--- src/rtl/stream_mux_rr_pkg.sv ---
// Shared types and constants for the packet-aware stream multiplexer.
package stream_mux_rr_pkg;

  typedef enum logic {
    ST_IDLE   = 1'b0,
    ST_LOCKED = 1'b1
  } state_t;

  localparam logic MODE_SEL = 1'b0;
  localparam logic MODE_RR  = 1'b1;

endpackage

--- src/rtl/stream_mux_rr_if.sv ---
// Multi-channel input / single-channel output stream bundle with select controls.
interface stream_mux_rr_if #(
  parameter int WIDTH = 32,
  parameter int DEPTH = 16,
  parameter int SEL_W = $clog2(DEPTH)
);
  logic                              mode;
  logic [SEL_W-1:0]                  s;
  logic [DEPTH-1:0]                  in_valid;
  logic [DEPTH-1:0][WIDTH-1:0]       in_data;
  logic [DEPTH-1:0]                  in_last;
  logic [DEPTH-1:0]                  in_ready;
  logic                              out_valid;
  logic [WIDTH-1:0]                  out_data;
  logic                              out_last;
  logic [SEL_W-1:0]                  out_sel;
  logic                              out_ready;

  modport master (
    output mode, s, in_valid, in_data, in_last, out_ready,
    input  in_ready, out_valid, out_data, out_last, out_sel
  );

  modport slave (
    input  mode, s, in_valid, in_data, in_last, out_ready,
    output in_ready, out_valid, out_data, out_last, out_sel
  );
endinterface

--- src/rtl/stream_mux_rr_rr_pick.sv ---
// Combinational round-robin search: first requester strictly after ptr_i, wrapping.
module rr_pick #(
  parameter int DEPTH = 16,
  parameter int SEL_W = $clog2(DEPTH)
) (
  input  logic [DEPTH-1:0] req_i,
  input  logic [SEL_W-1:0] ptr_i,
  output logic [DEPTH-1:0] grant_o,
  output logic             found_o
);

  logic hit;

  always_comb begin
    grant_o = '0;
    hit     = 1'b0;
    // Upper half (above the pointer) has priority over the wrapped lower half.
    for (int k = 0; k < DEPTH; k++) begin
      if (!hit && (k > int'(ptr_i)) && req_i[k]) begin
        grant_o[k] = 1'b1;
        hit        = 1'b1;
      end
    end
    for (int k = 0; k < DEPTH; k++) begin
      if (!hit && (k <= int'(ptr_i)) && req_i[k]) begin
        grant_o[k] = 1'b1;
        hit        = 1'b1;
      end
    end
    found_o = hit;
  end

endmodule

--- src/rtl/stream_mux_rr.sv ---
// Packet-aware N:1 stream multiplexer with explicit-select and round-robin modes
// and a single registered output stage.
module stream_mux_rr
  import stream_mux_rr_pkg::*;
#(
  parameter int WIDTH = 32,
  parameter int DEPTH = 16,
  parameter int SEL_W = $clog2(DEPTH)
) (
  input  logic              clk,
  input  logic              rst,
  stream_mux_rr_if.slave    bus
);

  state_t             state_q, state_d;
  logic [SEL_W-1:0]   lock_ch_q, lock_ch_d;
  logic [SEL_W-1:0]   rr_ptr_q, rr_ptr_d;
  logic               out_valid_q, out_valid_d;
  logic [WIDTH-1:0]   out_data_q, out_data_d;
  logic               out_last_q, out_last_d;
  logic [SEL_W-1:0]   out_sel_q, out_sel_d;

  logic [DEPTH-1:0]   rr_grant;
  logic               rr_found;
  logic [SEL_W-1:0]   rr_idx;
  logic               sel_ok;
  logic               cand_vld;
  logic [SEL_W-1:0]   cand_ch;
  logic               cand_in_valid;
  logic [WIDTH-1:0]   cand_data;
  logic               cand_last;
  logic               can_load;
  logic               grant_en;
  logic               accept;

  rr_pick #(.DEPTH(DEPTH), .SEL_W(SEL_W)) u_rr_pick (
    .req_i   (bus.in_valid),
    .ptr_i   (rr_ptr_q),
    .grant_o (rr_grant),
    .found_o (rr_found)
  );

  // Candidate selection; out-of-range select values never match a channel.
  always_comb begin
    sel_ok = 1'b0;
    rr_idx = '0;
    for (int k = 0; k < DEPTH; k++) begin
      if (bus.s == SEL_W'(k)) sel_ok = bus.in_valid[k];
      if (rr_grant[k])        rr_idx = SEL_W'(k);
    end

    cand_vld = 1'b0;
    cand_ch  = '0;
    if (state_q == ST_LOCKED) begin
      cand_vld = 1'b1;
      cand_ch  = lock_ch_q;
    end else if (bus.mode == MODE_RR) begin
      cand_vld = rr_found;
      cand_ch  = rr_idx;
    end else begin
      cand_vld = sel_ok;
      cand_ch  = bus.s;
    end
  end

  always_comb begin
    can_load      = !out_valid_q || bus.out_ready;
    grant_en      = cand_vld && can_load && !rst;
    cand_in_valid = 1'b0;
    cand_data     = '0;
    cand_last     = 1'b0;
    bus.in_ready  = '0;
    for (int k = 0; k < DEPTH; k++) begin
      if (cand_ch == SEL_W'(k)) begin
        cand_in_valid   = bus.in_valid[k];
        cand_data       = bus.in_data[k];
        cand_last       = bus.in_last[k];
        bus.in_ready[k] = grant_en;
      end
    end
    accept = grant_en && cand_in_valid;
  end

  always_comb begin
    state_d     = state_q;
    lock_ch_d   = lock_ch_q;
    rr_ptr_d    = rr_ptr_q;
    out_valid_d = out_valid_q;
    out_data_d  = out_data_q;
    out_last_d  = out_last_q;
    out_sel_d   = out_sel_q;
    if (accept) begin
      out_valid_d = 1'b1;
      out_data_d  = cand_data;
      out_last_d  = cand_last;
      out_sel_d   = cand_ch;
      if (cand_last) begin
        state_d  = ST_IDLE;
        rr_ptr_d = cand_ch;
      end else begin
        state_d   = ST_LOCKED;
        lock_ch_d = cand_ch;
      end
    end else if (bus.out_ready) begin
      out_valid_d = 1'b0;
    end
  end

  always_ff @(posedge clk) begin
    if (rst) begin
      state_q     <= ST_IDLE;
      lock_ch_q   <= '0;
      rr_ptr_q    <= SEL_W'(DEPTH - 1);
      out_valid_q <= 1'b0;
      out_data_q  <= '0;
      out_last_q  <= 1'b0;
      out_sel_q   <= '0;
    end else begin
      state_q     <= state_d;
      lock_ch_q   <= lock_ch_d;
      rr_ptr_q    <= rr_ptr_d;
      out_valid_q <= out_valid_d;
      out_data_q  <= out_data_d;
      out_last_q  <= out_last_d;
      out_sel_q   <= out_sel_d;
    end
  end

  assign bus.out_valid = out_valid_q;
  assign bus.out_data  = out_data_q;
  assign bus.out_last  = out_last_q;
  assign bus.out_sel   = out_sel_q;

endmodule

--- src/flat_wrapper.sv ---
// flat-port wrapper written by rule: the top's interface ports become plain ports
module stream_mux_rr_flat import stream_mux_rr_pkg::*;
#(
  parameter int WIDTH = 32,
  parameter int DEPTH = 16,
  parameter int SEL_W = $clog2(DEPTH)
)
  (clk, rst, bus_mode, bus_s, bus_in_valid, bus_in_data, bus_in_last, bus_out_ready, bus_in_ready, bus_out_valid, bus_out_data, bus_out_last, bus_out_sel);
  stream_mux_rr_if #(.WIDTH(WIDTH), .DEPTH(DEPTH), .SEL_W(SEL_W)) bus_i ();
  input  logic clk;
  input  logic rst;
  input wire logic [$bits(bus_i.mode)-1:0] bus_mode;
  input wire logic [$bits(bus_i.s)-1:0] bus_s;
  input wire logic [$bits(bus_i.in_valid)-1:0] bus_in_valid;
  input wire logic [$bits(bus_i.in_data)-1:0] bus_in_data;
  input wire logic [$bits(bus_i.in_last)-1:0] bus_in_last;
  input wire logic [$bits(bus_i.out_ready)-1:0] bus_out_ready;
  output wire logic [$bits(bus_i.in_ready)-1:0] bus_in_ready;
  output wire logic [$bits(bus_i.out_valid)-1:0] bus_out_valid;
  output wire logic [$bits(bus_i.out_data)-1:0] bus_out_data;
  output wire logic [$bits(bus_i.out_last)-1:0] bus_out_last;
  output wire logic [$bits(bus_i.out_sel)-1:0] bus_out_sel;
  assign bus_i.mode = bus_mode;
  assign bus_i.s = bus_s;
  assign bus_i.in_valid = bus_in_valid;
  assign bus_i.in_data = bus_in_data;
  assign bus_i.in_last = bus_in_last;
  assign bus_i.out_ready = bus_out_ready;
  assign bus_in_ready = bus_i.in_ready;
  assign bus_out_valid = bus_i.out_valid;
  assign bus_out_data = bus_i.out_data;
  assign bus_out_last = bus_i.out_last;
  assign bus_out_sel = bus_i.out_sel;
  stream_mux_rr #(.WIDTH(WIDTH), .DEPTH(DEPTH), .SEL_W(SEL_W)) u_core (.clk(clk), .rst(rst), .bus(bus_i));
endmodule
--- config.mk ---
export PLATFORM = sky130hd
export DESIGN_NAME = stream_mux_rr_flat
export DESIGN_NICKNAME = d
export VERILOG_FILES = /design/src/rtl/stream_mux_rr_pkg.sv /design/src/rtl/stream_mux_rr_if.sv /design/src/rtl/stream_mux_rr_rr_pick.sv /design/src/rtl/stream_mux_rr.sv /design/src/flat_wrapper.sv
export SDC_FILE = /design/constraint.sdc
export NUM_CORES = 1
export LEC_CHECK = 0
export ABC_AREA = 1
export ABC_CLOCK_PERIOD_IN_PS = 5000
export BUFFER_PORTS_ARGS = -buffer_cell sky130_fd_sc_hd__buf_2
export CAP_MARGIN = 20
export CORE_AREA = 2 2 236 238
export DETAILED_ROUTE_END_ITERATION = 10
export DIE_AREA = 0 0 238 240
export GPL_TIMING_DRIVEN = 0
export SLEW_MARGIN = 10
export SYNTH_ARGS = -nofsm -noshare
export SYNTH_HDL_FRONTEND = slang
export SYNTH_HIERARCHICAL = 1
export SYNTH_SLANG_ARGS = --single-unit
--- constraint.sdc ---
create_clock -name clk -period 5 [get_ports clk]
set_input_delay 0.5 -clock clk [delete_from_list [all_inputs] [get_ports clk]]
set_output_delay 0.5 -clock clk [all_outputs]
set_load 0.02 [all_outputs]
== After elaboration in Yosys (flattened, before gate mapping) ==
Cells that the tools add are included.

* $lt $le $gt $ge: 30
* Eq/ne operators: 30
* Multiplexer cells: 162
* Bitwise gates (word level): 1
* Reduce and logical (&&, ||, !) cells: 101

{| class="wikitable"
|+ Operator list
! kind !! count
|-
| 2-to-1 mux 32 bit || 16
|-
| 2-to-1 mux 1 bit || 130
|-
| equality test 4 bit (second input constant) || 16
|-
| logical AND 1 bit || 63
|-
| 2-to-1 mux 4 bit || 10
|-
| equality test 4 x 3 -> 1 bit (second input constant) || 8
|-
| > comparator 4 bit (first input constant) || 8
|-
| <= comparator 4 bit (first input constant) || 8
|-
| zero test 1 bit || 32
|-
| equality test 4 x 2 -> 1 bit (second input constant) || 4
|-
| > comparator 3 x 4 -> 1 bit (first input constant) || 4
|-
| <= comparator 3 x 4 -> 1 bit (first input constant) || 4
|-
| 2-to-1 mux 3 bit || 4
|-
| equality test 4 x 1 -> 1 bit (second input constant) || 2
|-
| > comparator 2 x 4 -> 1 bit (first input constant) || 2
|-
| <= comparator 2 x 4 -> 1 bit (first input constant) || 2
|-
| zero test 4 bit || 2
|-
| > comparator 1 x 4 -> 1 bit (first input constant) || 1
|-
| <= comparator 1 x 4 -> 1 bit (first input constant) || 1
|-
| 2-to-1 mux 2 bit || 2
|-
| AND reduction 2 bit || 2
|-
| nonzero test 2 bit || 1
|-
| logical OR 1 bit || 1
|-
| inverter 1 bit || 1
|}

* Register bits: 47
* Input bits: 552
* Output and inout port bits: 54
* Word-level logic and storage cells: 331

== Logic depth before layout (Yosys ltp) ==
Gate-level depths: netlist (run 1).

* Depth in word-level cells: 144
* Depth in mapped cells: 44
* Mapped depth without buffers: 44

== Modules after synthesis ==
The synthesis (run 1) kept the hierarchy.

{| class="wikitable"
|+ By module, submodules not included
! module !! times used !! cells each !! area each (µm²) !! sequential area each (µm²)
|-
| stream_mux_rr || 1 || 1,269 || 6,248.5 || 940.9
|-
| rr_pick || 1 || 113 || 604.3 || 0.0
|}

== Worst setup path after synthesis (run 1) ==
Ideal clock, no wire load.

* Path type: flip-flop to output port
* Start point: reg u_core.rr_ptr_q[3]
* End point: out bus_in_ready[11]
* Arrival: 4.064 ns
* Data required time: 4.500 ns
* Slack: 0.436 ns
* Stages on the path, launching flop included: 30
* Path buffers: 2
* Cells stage by stage: dfxtp_1 nor2_2 nand3_1 nand3_2 nor2_4 nand4_2 nor2_4 nand4_4 nor2_4 nand4_1 nor2_2 nand4_2 nor2_2 nand4_2 nor2_2 nand2_1 o32ai_1 nor4_1 nand2_1 nand2_1 o211ai_1 and2_4 inv_2 nor2_1 inv_1 nor2_1 inv_1 buf_2 buf_1 nor2_1

* Elaborated cells on any way between the ends: 203
* Classes of those cells: 30 x order compare; 1 x eq/ne; 80 x mux; 92 x reduce/logical

{| class="wikitable"
|+ RTL lines
! item !! line !! text
|-
| from (decl) || stream_mux_rr.sv:17 || <nowiki>logic [SEL_W-1:0] rr_ptr_q, rr_ptr_d;</nowiki>
|-
| from (signal assigned) || stream_mux_rr.sv:113 || <nowiki>rr_ptr_q <= SEL_W'(DEPTH - 1);</nowiki>
|-
| from (signal assigned) || stream_mux_rr.sv:121 || <nowiki>rr_ptr_q <= rr_ptr_d;</nowiki>
|-
| > comparator 1 x 4 -> 1 bit || stream_mux_rr_rr_pick.sv:19 || <nowiki>if (!hit && (k > int'(ptr_i)) && req_i[k]) begin</nowiki>
|-
| logical AND 1 bit || stream_mux_rr_rr_pick.sv:19 ||
|-
| 2-to-1 mux 1 bit || stream_mux_rr_rr_pick.sv:19 ||
|-
| zero test 1 bit || stream_mux_rr_rr_pick.sv:19 ||
|-
| logical AND 1 bit (2 in series) || stream_mux_rr_rr_pick.sv:19 ||
|-
| 2-to-1 mux 1 bit || stream_mux_rr_rr_pick.sv:19 ||
|-
| zero test 1 bit || stream_mux_rr_rr_pick.sv:19 ||
|-
| logical AND 1 bit (2 in series) || stream_mux_rr_rr_pick.sv:19 ||
|-
| [... 93 more ...] || - ||
|-
| logical AND 1 bit (2 in series) || stream_mux_rr_rr_pick.sv:25 || <nowiki>if (!hit && (k <= int'(ptr_i)) && req_i[k]) begin</nowiki>
|-
| 2-to-1 mux 1 bit * || stream_mux_rr_rr_pick.sv:25 ||
|-
| named net u_core.rr_grant[11] || stream_mux_rr.sv:23 || <nowiki>logic [DEPTH-1:0] rr_grant;</nowiki>
|-
| 2-to-1 mux 4 bit * (5 in series) || stream_mux_rr.sv:49 || <nowiki>if (rr_grant[k]) rr_idx = SEL_W'(k);</nowiki>
|-
| 2-to-1 mux 4 bit * || stream_mux_rr.sv:57 || <nowiki>end else if (bus.mode == MODE_RR) begin</nowiki>
|-
| 2-to-1 mux 4 bit * || stream_mux_rr.sv:54 || <nowiki>if (state_q == ST_LOCKED) begin</nowiki>
|-
| equality test 4 bit * || stream_mux_rr.sv:74 || <nowiki>if (cand_ch == SEL_W'(k)) begin</nowiki>
|-
| 2-to-1 mux 1 bit * || stream_mux_rr.sv:74 ||
|-
| to (decl) || flat_wrapper.sv:18 || <nowiki>output wire logic [$bits(bus_i.in_ready)-1:0] bus_in_ready;</nowiki>
|}

The timed path passes the listed nets; every way through them passes the cells marked *.

== Final worst setup path (run 1) ==
* Start point: reg u_core.rr_ptr_q[1]
* End point: reg u_core.out_data_q[4] (netlist: u_core/bus.out_data[4])

* Elaborated cells on any way between the ends: 250
* Classes of those cells: 30 x order compare; 15 x eq/ne; 111 x mux; 94 x reduce/logical

{| class="wikitable"
|+ RTL lines
! item !! line !! text
|-
| > comparator 1 x 4 -> 1 bit || stream_mux_rr_rr_pick.sv:19 ||
|-
| logical AND 1 bit || stream_mux_rr_rr_pick.sv:19 ||
|-
| 2-to-1 mux 1 bit || stream_mux_rr_rr_pick.sv:19 ||
|-
| zero test 1 bit || stream_mux_rr_rr_pick.sv:19 ||
|-
| logical AND 1 bit (2 in series) || stream_mux_rr_rr_pick.sv:19 ||
|-
| 2-to-1 mux 1 bit || stream_mux_rr_rr_pick.sv:19 ||
|-
| zero test 1 bit || stream_mux_rr_rr_pick.sv:19 ||
|-
| logical AND 1 bit (2 in series) || stream_mux_rr_rr_pick.sv:19 ||
|-
| [... 107 more ...] || - ||
|-
| 2-to-1 mux 1 bit * || stream_mux_rr_rr_pick.sv:25 ||
|-
| named net u_core.rr_grant[14] || stream_mux_rr.sv:23 ||
|-
| 2-to-1 mux 4 bit * (2 in series) || stream_mux_rr.sv:49 ||
|-
| 2-to-1 mux 4 bit * || stream_mux_rr.sv:57 ||
|-
| 2-to-1 mux 4 bit * || stream_mux_rr.sv:54 ||
|-
| zero test 4 bit || stream_mux_rr.sv:74 ||
|-
| 2-to-1 mux 1 bit (16 in series) || stream_mux_rr.sv:74 ||
|-
| logical AND 1 bit || stream_mux_rr.sv:81 || <nowiki>accept = grant_en && cand_in_valid;</nowiki>
|-
| to (signal assigned) || stream_mux_rr.sv:123 || <nowiki>out_data_q <= out_data_d;</nowiki>
|-
| to (decl) || stream_mux_rr.sv:19 || <nowiki>logic [WIDTH-1:0] out_data_q, out_data_d;</nowiki>
|}

Marks and branches as above.
A chain may end at the register's enable or synchronous reset.

==> results.sh, run 1 <==
export IMPL_status="complete, but fails checks"
export IMPL_violations="negative setup slack"
export IMPL_crit_path_max_incr_delay_ns=0.41
export IMPL_pin_count=606
export IMPL_cts_root_buf="clkbuf_16"
export IMPL_nNetsFinal=2646
export IMPL_comb_power_share=0.880
export IMPL_die_h_um=240
export IMPL_finalHoldViolCount=0
export IMPL_track_usage=0.201
export IMPL_power_frac_seq=0.070
export IMPL_worst_path_most_repeated_cell="nor2_4"
export IMPL_required_ns=5.19
export IMPL_layout_common_cells="595 x buf_2, 450 x nand2_1, 202 x nor2_1"
export IMPL_wire_per_inst_um=21.8
export IMPL_cts_made_buffers=5
export IMPL_drt_iter0_drc=933
export IMPL_grt_pass1_vias=11703
export IMPL_criticalPathCategory="flop to flop"
export IMPL_grt_pass1_wl_mm=81.0
export IMPL_cts_tree="yes"
export IMPL_end_kind="flop"
export IMPL_whs_ns=0.405
export IMPL_cts_buffer_depth=2
export IMPL_final_common_cell="buf_2"
export IMPL_hpwlAfterDp_mm=50.5
export IMPL_worstMarginPinSlew_ns=0.772
export IMPL_die_area_um2=57100
export IMPL_regToRegSetupSlack_ns=-0.94
export IMPL_p_leak_nw=6.95
export IMPL_syn_avg_cell_area_um2=4.96
export IMPL_grt_start_max_net_pins=15
export IMPL_clockPowerShare=0.050
export IMPL_htree_levels=2
export IMPL_ff_latch_area_um2=956
export IMPL_cts_sinks=47
export IMPL_coreArea_um2=54700
export IMPL_vias=12449
export IMPL_drc=0
export IMPL_start_util=0.125
export IMPL_p_int_mw=3.55
export IMPL_ant_nets=0
export IMPL_io_buffers=605
export IMPL_place_congestion=0.939
export IMPL_power_switching_mw=5.26
export IMPL_syn_num_nets=1932
export IMPL_crit_fanout=5
export IMPL_fin_util=0.248
export IMPL_syn_cell_area_um2=6850
export IMPL_setup_viol=57
export IMPL_critPathArrivalTime_ns=6.13
export IMPL_startpoint_type="flop"
export IMPL_dr_pass1_iters=5
export IMPL_drive_gt1_frac=0.474
export IMPL_vdd_drop_max_uv=274
export IMPL_drv_cap=0
export IMPL_clkTransAtPathRegs_ns=0.07
export IMPL_skew_ns=0.00454
export IMPL_power_per_cell_area_nw_per_um2=649
export IMPL_hp_class="input pin to flop"
export IMPL_finalPower_mw=8.81
export IMPL_stdcell_count=2820
export IMPL_die_x_um=238
export IMPL_crit_slowest_cell="dfxtp_4"
export IMPL_synthToLayoutAreaGrowth_pct=98.3
export IMPL_slew_headroom=0.484
export IMPL_multi_input_area_um2=6140
export IMPL_final_max_slew_viol_count=0
export IMPL_num_rows=86
export IMPL_worst_slack_ns=-0.938
export IMPL_ys_warn_count=6
export IMPL_period_share=1.19
export IMPL_antenna_found_initial=37
export IMPL_overflow=0
export IMPL_p_sw_frac=0.597
export IMPL_fmax_mhz=168
export IMPL_rsz0062_at_grt="true"
export IMPL_clk_insertion_delay_late_ns=0.30
export IMPL_dp_cells=2689
export IMPL_min_period_ns=5.94
export IMPL_vias_per_cell=4.41
export IMPL_routed_wl_mm=61.4
export IMPL_n_fill_cell=6311
export IMPL_synthCells=1380
[metrics by stage]
| stage | setup WS, ns | TNS (ns) | area, µm² |
|---|---|---|---|
| 3_5_place_dp | -2.29 | -68.58 | 10800 |
| 4_1_cts | -1.06 | -36.31 | 12400 |
| 2_1_floorplan | 0.464 | 0 | 6850 |
| 6_report | -0.938 | -34.55 | 13600 |
| 5_1_grt | -1.28 | -52.10 | 13500 |
| 3_3_place_gp | -2.35 | -67.69 | 10800 |
[cell type report]
| cell class | instances | area share |
|---|---|---|
| Antenna cell | 21 | 0.00387 |
| Buffer | 61 | 0.0399 |
| Clock buffer | 6 | 0.00949 |
| Clock inverter | 2 | 0.00442 |
| Inverter | 171 | 0.0497 |
| Multi-Input combinational cell | 1100 | 0.452 |
| Sequential cell | 47 | 0.0704 |
| Tap cell | 704 | 0.0649 |
| Timing Repair Buffer | 707 | 0.305 |
| Timing Repair inverter | 1 | 0.000369 |
[metal layers]
| layer | wire (µm) | track usage |
|---|---|---|
| met5 | 102 | 0 |
| met2 | 28200 | 0.341 |
| met4 | 3700 | 0.101 |
| met1 | 24200 | 0.237 |
| met3 | 5140 | 0.0465 |
[sequential cells by signal (all words and copies together) (netlist names)]
name,count
u_core/bus.out_last,1
u_core/bus.out_sel,4
u_core/bus.out_data,32
u_core/bus.out_valid,1
u_core/state_q,1
u_core/lock_ch_q,4
u_core/rr_ptr_q,4
[critical path, delay by kind of cell, from the launching register on]
kind	cells	cell delay [ns]
compound gates	3	0.32
buf+inv	7	0.83
simple gates	31	4.27
flops	1	0.41
[power groups by stage]
stage / Clock (mW) / Sequential, mW / Combinational, mW
after global placement: 0 / 0.598 / 5.55
after CTS: 0.450 / 0.603 / 6.92
after detailed placement: 0 / 0.601 / 5.55
after floorplan: 0 / 0.728 / 2.64
final: 0.441 / 0.615 / 7.76
after global routing: 0.462 / 0.631 / 8.27
[timing repair]
action                     4_1_cts  5_1_grt
hold buffers                     0        0
cloned                           2        5
pin swaps                       83      149
gates resized for setup        252      191
setup buffers                   60       37
setup endpoints to repair       63       63
[path summary, 6_finish.rpt]
path	start	end	cells past startpoint
min	rst	u_core/bus.out_last	2
max reg2reg	u_core/rr_ptr_q[1]	u_core/bus.out_data[4]	41
min reg2reg	u_core/bus.out_data[1]	u_core/bus.out_data[1]	2
max	u_core/rr_ptr_q[1]	u_core/bus.out_data[4]	41
No activity file was read; power rests on OpenSTA's default activity.
==> run 2: changes to the inputs <==
- RECOVER_POWER: unset -> 100
- SETUP_SLACK_MARGIN: unset -> 0.3
==> run 2 against run 1 <==
The run still ends with negative setup slack left. Sequential share of layout area is essentially flat. Die area is the same. Power grew 0.30%. Combinational power is essentially flat. Core utilization is essentially flat. Wire length grew 0.17%. Clock power is essentially flat. Cell area grew 0.11%. Register-to-register slack lost 0.03 ns. Cell count is the same. Sequential power is essentially flat.
==> results.sh, run 2 (synthesis gave the netlist of run 1 again) <==
export IMPL_hpwlAfterDp_mm=50.5
export IMPL_antenna_found_initial=37
export IMPL_wire_per_inst_um=21.8
export IMPL_p_leak_nw=6.83
export IMPL_finalHoldViolCount=0
export IMPL_layout_common_cells="555 x buf_2, 450 x nand2_1, 202 x nor2_1"
export IMPL_grt_start_max_net_pins=15
export IMPL_grt_pass1_wl_mm=81.0
export IMPL_required_ns=5.20
export IMPL_place_ws_ns=-2.29
export IMPL_ant_nets=0
export IMPL_ff_latch_area_um2=956
export IMPL_vdd_drop_max_uv=278
export IMPL_min_period_ns=5.97
export IMPL_power_per_cell_area_nw_per_um2=651
export IMPL_overflow=0
export IMPL_worst_slack_ns=-0.968
export IMPL_cts_root_buf="clkbuf_16"
export IMPL_hp_class="input pin to flop"
export IMPL_htree_levels=2
export IMPL_skew_ns=0.00359
export IMPL_num_rows=86
export IMPL_n_fill_cell=6318
export IMPL_synthToLayoutAreaGrowth_pct=98.5
export IMPL_critPathArrivalTime_ns=6.16
export IMPL_coreArea_um2=54700
export IMPL_slew_headroom=0.492
export IMPL_track_usage=0.201
export IMPL_rsz0062_at_grt="true"
export IMPL_nNetsFinal=2649
export IMPL_routed_wl_mm=61.5
export IMPL_fmax_mhz=168
export IMPL_grt_pass1_vias=11705
export IMPL_cts_buffer_depth=2
export IMPL_crit_slowest_cell="dfxtp_4"
export IMPL_cts_made_buffers=5
export IMPL_violations="negative setup slack"
export IMPL_final_common_cell="buf_2"
export IMPL_criticalPathCategory="flop to flop"
export IMPL_setup_viol=57
export IMPL_finalPower_mw=8.84
export IMPL_largest_reg_flops=32
export IMPL_clkTransAtPathRegs_ns=0.07
export IMPL_reg2reg_depth=41
export IMPL_dr_pass1_iters=5
export IMPL_cts_sinks=47
export IMPL_multi_input_area_um2=6150
export IMPL_status="complete, but fails checks"
export IMPL_place_congestion=0.939
export IMPL_regToRegSetupSlack_ns=-0.97
export IMPL_start_util=0.125
export IMPL_end_kind="flop"
export IMPL_drc=0
export IMPL_cts_tree="yes"
export IMPL_crit_path_max_incr_delay_ns=0.41
export IMPL_die_h_um=240
export IMPL_period_share=1.19
export IMPL_crit_fanout=5
export IMPL_io_buffers=605
export IMPL_startpoint_type="flop"
export IMPL_vias=12400
export IMPL_final_max_slew_viol_count=0
export IMPL_min_delay_path_depth=2
export IMPL_worstMarginPinSlew_ns=0.759
export IMPL_worst_path_most_repeated_cell="nor2_4"
export IMPL_drive_gt1_frac=0.456
export IMPL_pin_count=606
export IMPL_die_area_um2=57100
export IMPL_vias_per_cell=4.40
export IMPL_drv_cap=0
export IMPL_clk_insertion_delay_late_ns=0.30
export IMPL_die_x_um=238
export IMPL_drt_iter0_drc=863
run 2: cell types whose count changed in the layout (fill, tap and decap cells not counted):
cell and change:
o21ai_1 +2, buf_2 -40, clkbuf_1 +38, nor2_2 -1
buf_6 +4, nand2_4 +1, buf_4 -1, nand2_2 -1
clkbuf_4 +1, clkbuf_16 +1, diode_2 -3, o21ai_0 -2
nor2_4 +1
run 2: routing by layer:
metal,GRT usage,share of wire,up-vias,routed length (µm)
met5,0,0.0016,-,99
met4,0.101,0.057,14,3520
met3,0.0465,0.081,155,4980
met2,0.341,0.46,669,28500
met1,0.237,0.40,5685,24400
li1,-,-,5877,-
run 2: worst max-delay path: cells and delay by family (launching register included):
family	cells	cell delay, ns
compound gates	3	0.32
buf+inv	7	0.83
flops	1	0.41
simple gates	31	4.25
run 2: what timing repair did:
| action | in CTS | in global routing |
|---|---|---|
| endpoints found under the setup margin | 63 | 63 |
| pin swaps | 83 | 152 |
| hold endpoints to repair | 0 | 0 |
| buffers inserted | 60 | 38 |
| hold buffers | 0 | 0 |
| cloned | 2 | 5 |
| gates resized for setup | 252 | 202 |
run 2: through the flow:
stage | TNS, ns | hold WS, ns | area [µm²] | util | instances
after global placement | -67.69 | 0.463 | 10800 | 0.197 | 2689
final | -34.54 | 0.404 | 13600 | 0.249 | 2820
after CTS | -36.31 | 0.396 | 12400 | 0.228 | 2759
after detailed placement | -68.58 | 0.462 | 10800 | 0.197 | 2689
after global routing | -52.17 | 0.416 | 13600 | 0.248 | 2811
after floorplan | 0 | 0.455 | 6850 | - | 1380
run 2: path summary, 6_finish.rpt:
path	from	to
setup / recovery	u_core/rr_ptr_q[1]	u_core/bus.out_data[3]
hold / removal	rst	u_core/bus.out_last
setup reg to reg	u_core/rr_ptr_q[1]	u_core/bus.out_data[3]
hold reg to reg	u_core/bus.out_data[1]	u_core/bus.out_data[1]
run 2: where the power goes:
part	switching (mW)	internal [mW]	total (mW)
Sequential	0.0964	0.521	0.617
Combinational	5.03	2.75	7.78
Clock	0.153	0.287	0.440
run 2: layout make-up:
cell class | instances | share of cell area
clock buffers | 6 | 0.00948
flip-flops and latches | 47 | 0.0703
plain buffers | 62 | 0.0419
repair buffers | 709 | 0.303
repair inverters | 1 | 0.000368
clock inverters | 2 | 0.00442
multi-input cells | 1100 | 0.452
diodes | 18 | 0.00331
inverters | 171 | 0.0496
well taps | 704 | 0.0648
==> run 3: changes to the inputs <==
- TNS_END_PERCENT: unset -> 20
==> run 3 against run 2 <==
The run still ends with negative setup slack left. Cell area is 5.9% lower. Count of clock-buffer cells in the layout stayed put. Core utilization is 1.5 points lower. Global-route usage is 0.47 points lower. Clock skew is 0.0020 ns higher. Power is 7.9% lower. Critical path depth is 2 lower. Sequential cell count stayed put. Sequential power is 1% lower. Via count is 2.4% lower. Setup slack better by 0.14 ns. Critical endpoint is now u_core/bus.out_data[6]. Largest cell class unchanged.
==> results.sh, run 3 (synthesis gave the netlist of run 1 again) <==
export IMPL_power_frac_seq=0.075
export IMPL_hold_end="u_core/bus.out_valid"
export IMPL_power_per_cell_area_nw_per_um2=637
export IMPL_startpoint_type="flop"
export IMPL_synthToLayoutAreaGrowth_pct=86.9
export IMPL_overflow=0
export IMPL_io_buffers=605
export IMPL_die_x_um=238
export IMPL_cts_root_buf="clkbuf_16"
export IMPL_period_share=1.17
export IMPL_hpwlAfterDp_mm=50.5
export IMPL_grt_pass1_wl_mm=79.1
export IMPL_hp_start="rst"
export IMPL_worst_slack_ns=-0.831
export IMPL_nNetsFinal=2610
export IMPL_vdd_drop_max_uv=243
export IMPL_criticalPathCategory="flop to flop"
export IMPL_min_delay_path_depth=2
export IMPL_cts_sinks=47
export IMPL_htree_levels=2
export IMPL_p_int_mw=3.13
export IMPL_n_fill_cell=6420
export IMPL_grt_pass1_vias=11483
export IMPL_routed_wl_mm=59.8
export IMPL_ant_nets=0
export IMPL_power_switching_mw=5.01
export IMPL_vias_per_cell=4.36
export IMPL_cts_buffer_depth=2
export IMPL_drc=0
export IMPL_crit_slowest_cell="dfxtp_4"
export IMPL_p_leak_nw=6.43
export IMPL_drt_iter0_drc=825
export IMPL_critPathArrivalTime_ns=6.03
export IMPL_worst_path_most_repeated_cell="nor2_4"
export IMPL_vias=12100
export IMPL_skew_ns=0.00564
export IMPL_clk_insertion_delay_late_ns=0.30
export IMPL_required_ns=5.19
export IMPL_antenna_found_initial=37
export IMPL_drive_gt1_frac=0.425
export IMPL_r2r_end="u_core/bus.out_data[6]"
export IMPL_violations="negative setup slack"
export IMPL_setup_viol=59
export IMPL_rr_startpoint="u_core/rr_ptr_q[1]"
export IMPL_cts_made_buffers=5
export IMPL_final_max_slew_viol_count=0
export IMPL_largest_reg_flops=32
export IMPL_finalHoldViolCount=0
export IMPL_multi_input_area_um2=5940
export IMPL_rsz0062_at_grt="true"
export IMPL_ff_latch_area_um2=956
export IMPL_reg2reg_depth=39
export IMPL_end_kind="flop"
export IMPL_die_area_um2=57100
export IMPL_fmax_mhz=171
export IMPL_pin_count=606
export IMPL_track_usage=0.196
export IMPL_final_common_cell="buf_2"
export IMPL_die_h_um=240
export IMPL_dr_pass1_iters=9
export IMPL_cts_hold_buf=0
export IMPL_clkTransAtPathRegs_ns=0.07
export IMPL_grt_start_max_net_pins=15
export IMPL_hp_class="input pin to flop"
export IMPL_coreArea_um2=54700
export IMPL_num_rows=86
export IMPL_crit_fanout=5
export IMPL_place_congestion=0.939
export IMPL_fin_util=0.234
export IMPL_start_util=0.125
export IMPL_finalPower_mw=8.14
export IMPL_worstMarginPinSlew_ns=0.988
export IMPL_regToRegSetupSlack_ns=-0.83
export IMPL_slew_headroom=0.339
export IMPL_comb_power_share=0.871
export IMPL_clockPowerShare=0.054
export IMPL_crit_path_max_incr_delay_ns=0.41
export IMPL_layout_common_cells="562 x buf_2, 454 x nand2_1, 215 x nor2_1"
export IMPL_cts_tree="yes"
export IMPL_status="complete, but fails checks"
export IMPL_wire_per_inst_um=21.5
export IMPL_drv_cap=0
export IMPL_place_ws_ns=-2.29
export IMPL_min_period_ns=5.83
export IMPL_path_buf_inv=4
export IMPL_p_sw_frac=0.615
export IMPL_critPathTopFamily="simple AND/OR/NAND/NOR gates"
run 3: cell type report:
type / count / area share
Buffer: 62 / 0.0413
Clock inverter: 2 / 0.00470
Tap cell: 704 / 0.0689
Antenna cell: 14 / 0.00274
Multi-Input combinational cell: 1100 / 0.464
Clock buffer: 6 / 0.0101
Timing Repair Buffer: 671 / 0.280
Sequential cell: 47 / 0.0747
Inverter: 171 / 0.0532
run 3: repair_timing:
item,CTS,global route
gates cloned,0,2
endpoints found under the setup margin,63,63
buffers inserted,30,34
gates resized for setup,200,161
pin swaps,48,103
run 3: worst max-delay path by stage:
stage                                   from                     end  cells past startpoint
final                     u_core/rr_ptr_q[1]  u_core/bus.out_data[6]                     39
after global routing      u_core/rr_ptr_q[1]  u_core/bus.out_data[6]                     39
after CTS                 u_core/rr_ptr_q[1]  u_core/bus.out_data[5]                     36
after detailed placement  u_core/rr_ptr_q[3]  u_core/bus.out_data[6]                     38
after global placement    u_core/rr_ptr_q[3]  u_core/bus.out_data[6]                     38
after floorplan           u_core/rr_ptr_q[3]        bus_in_ready[11]                     29
run 3: metal layers:
metal	part of all wire	up-vias	global-route usage
met5	0.0017	-	0
met4	0.060	16	0.104
met3	0.082	153	0.0433
met2	0.46	659	0.331
met1	0.39	5481	0.232
li1	-	5791	-
run 3: power by group through the flow:
| stage | combinational (mW) | clock [mW] | sequential (mW) |
|---|---|---|---|
| 2_1_floorplan | 2.64 | 0 | 0.728 |
| 3_3_place_gp | 5.55 | 0 | 0.598 |
| 3_5_place_dp | 5.55 | 0 | 0.601 |
| 4_1_cts | 6.43 | 0.450 | 0.603 |
| 5_1_grt | 7.60 | 0.462 | 0.626 |
| 6_report | 7.09 | 0.440 | 0.610 |
run 3: through the flow:
stage / setup TNS, ns / hold slack, ns / std cells / cell area, µm²
floorplan: 0 / 0.455 / 1380 / 6850
global placement: -67.69 / 0.463 / 2689 / 10800
detailed placement: -68.58 / 0.462 / 2689 / 10800
CTS: -33.34 / 0.396 / 2727 / 11900
global route: -47.35 / 0.408 / 2770 / 12800
finish: -27.97 / 0.402 / 2777 / 12800
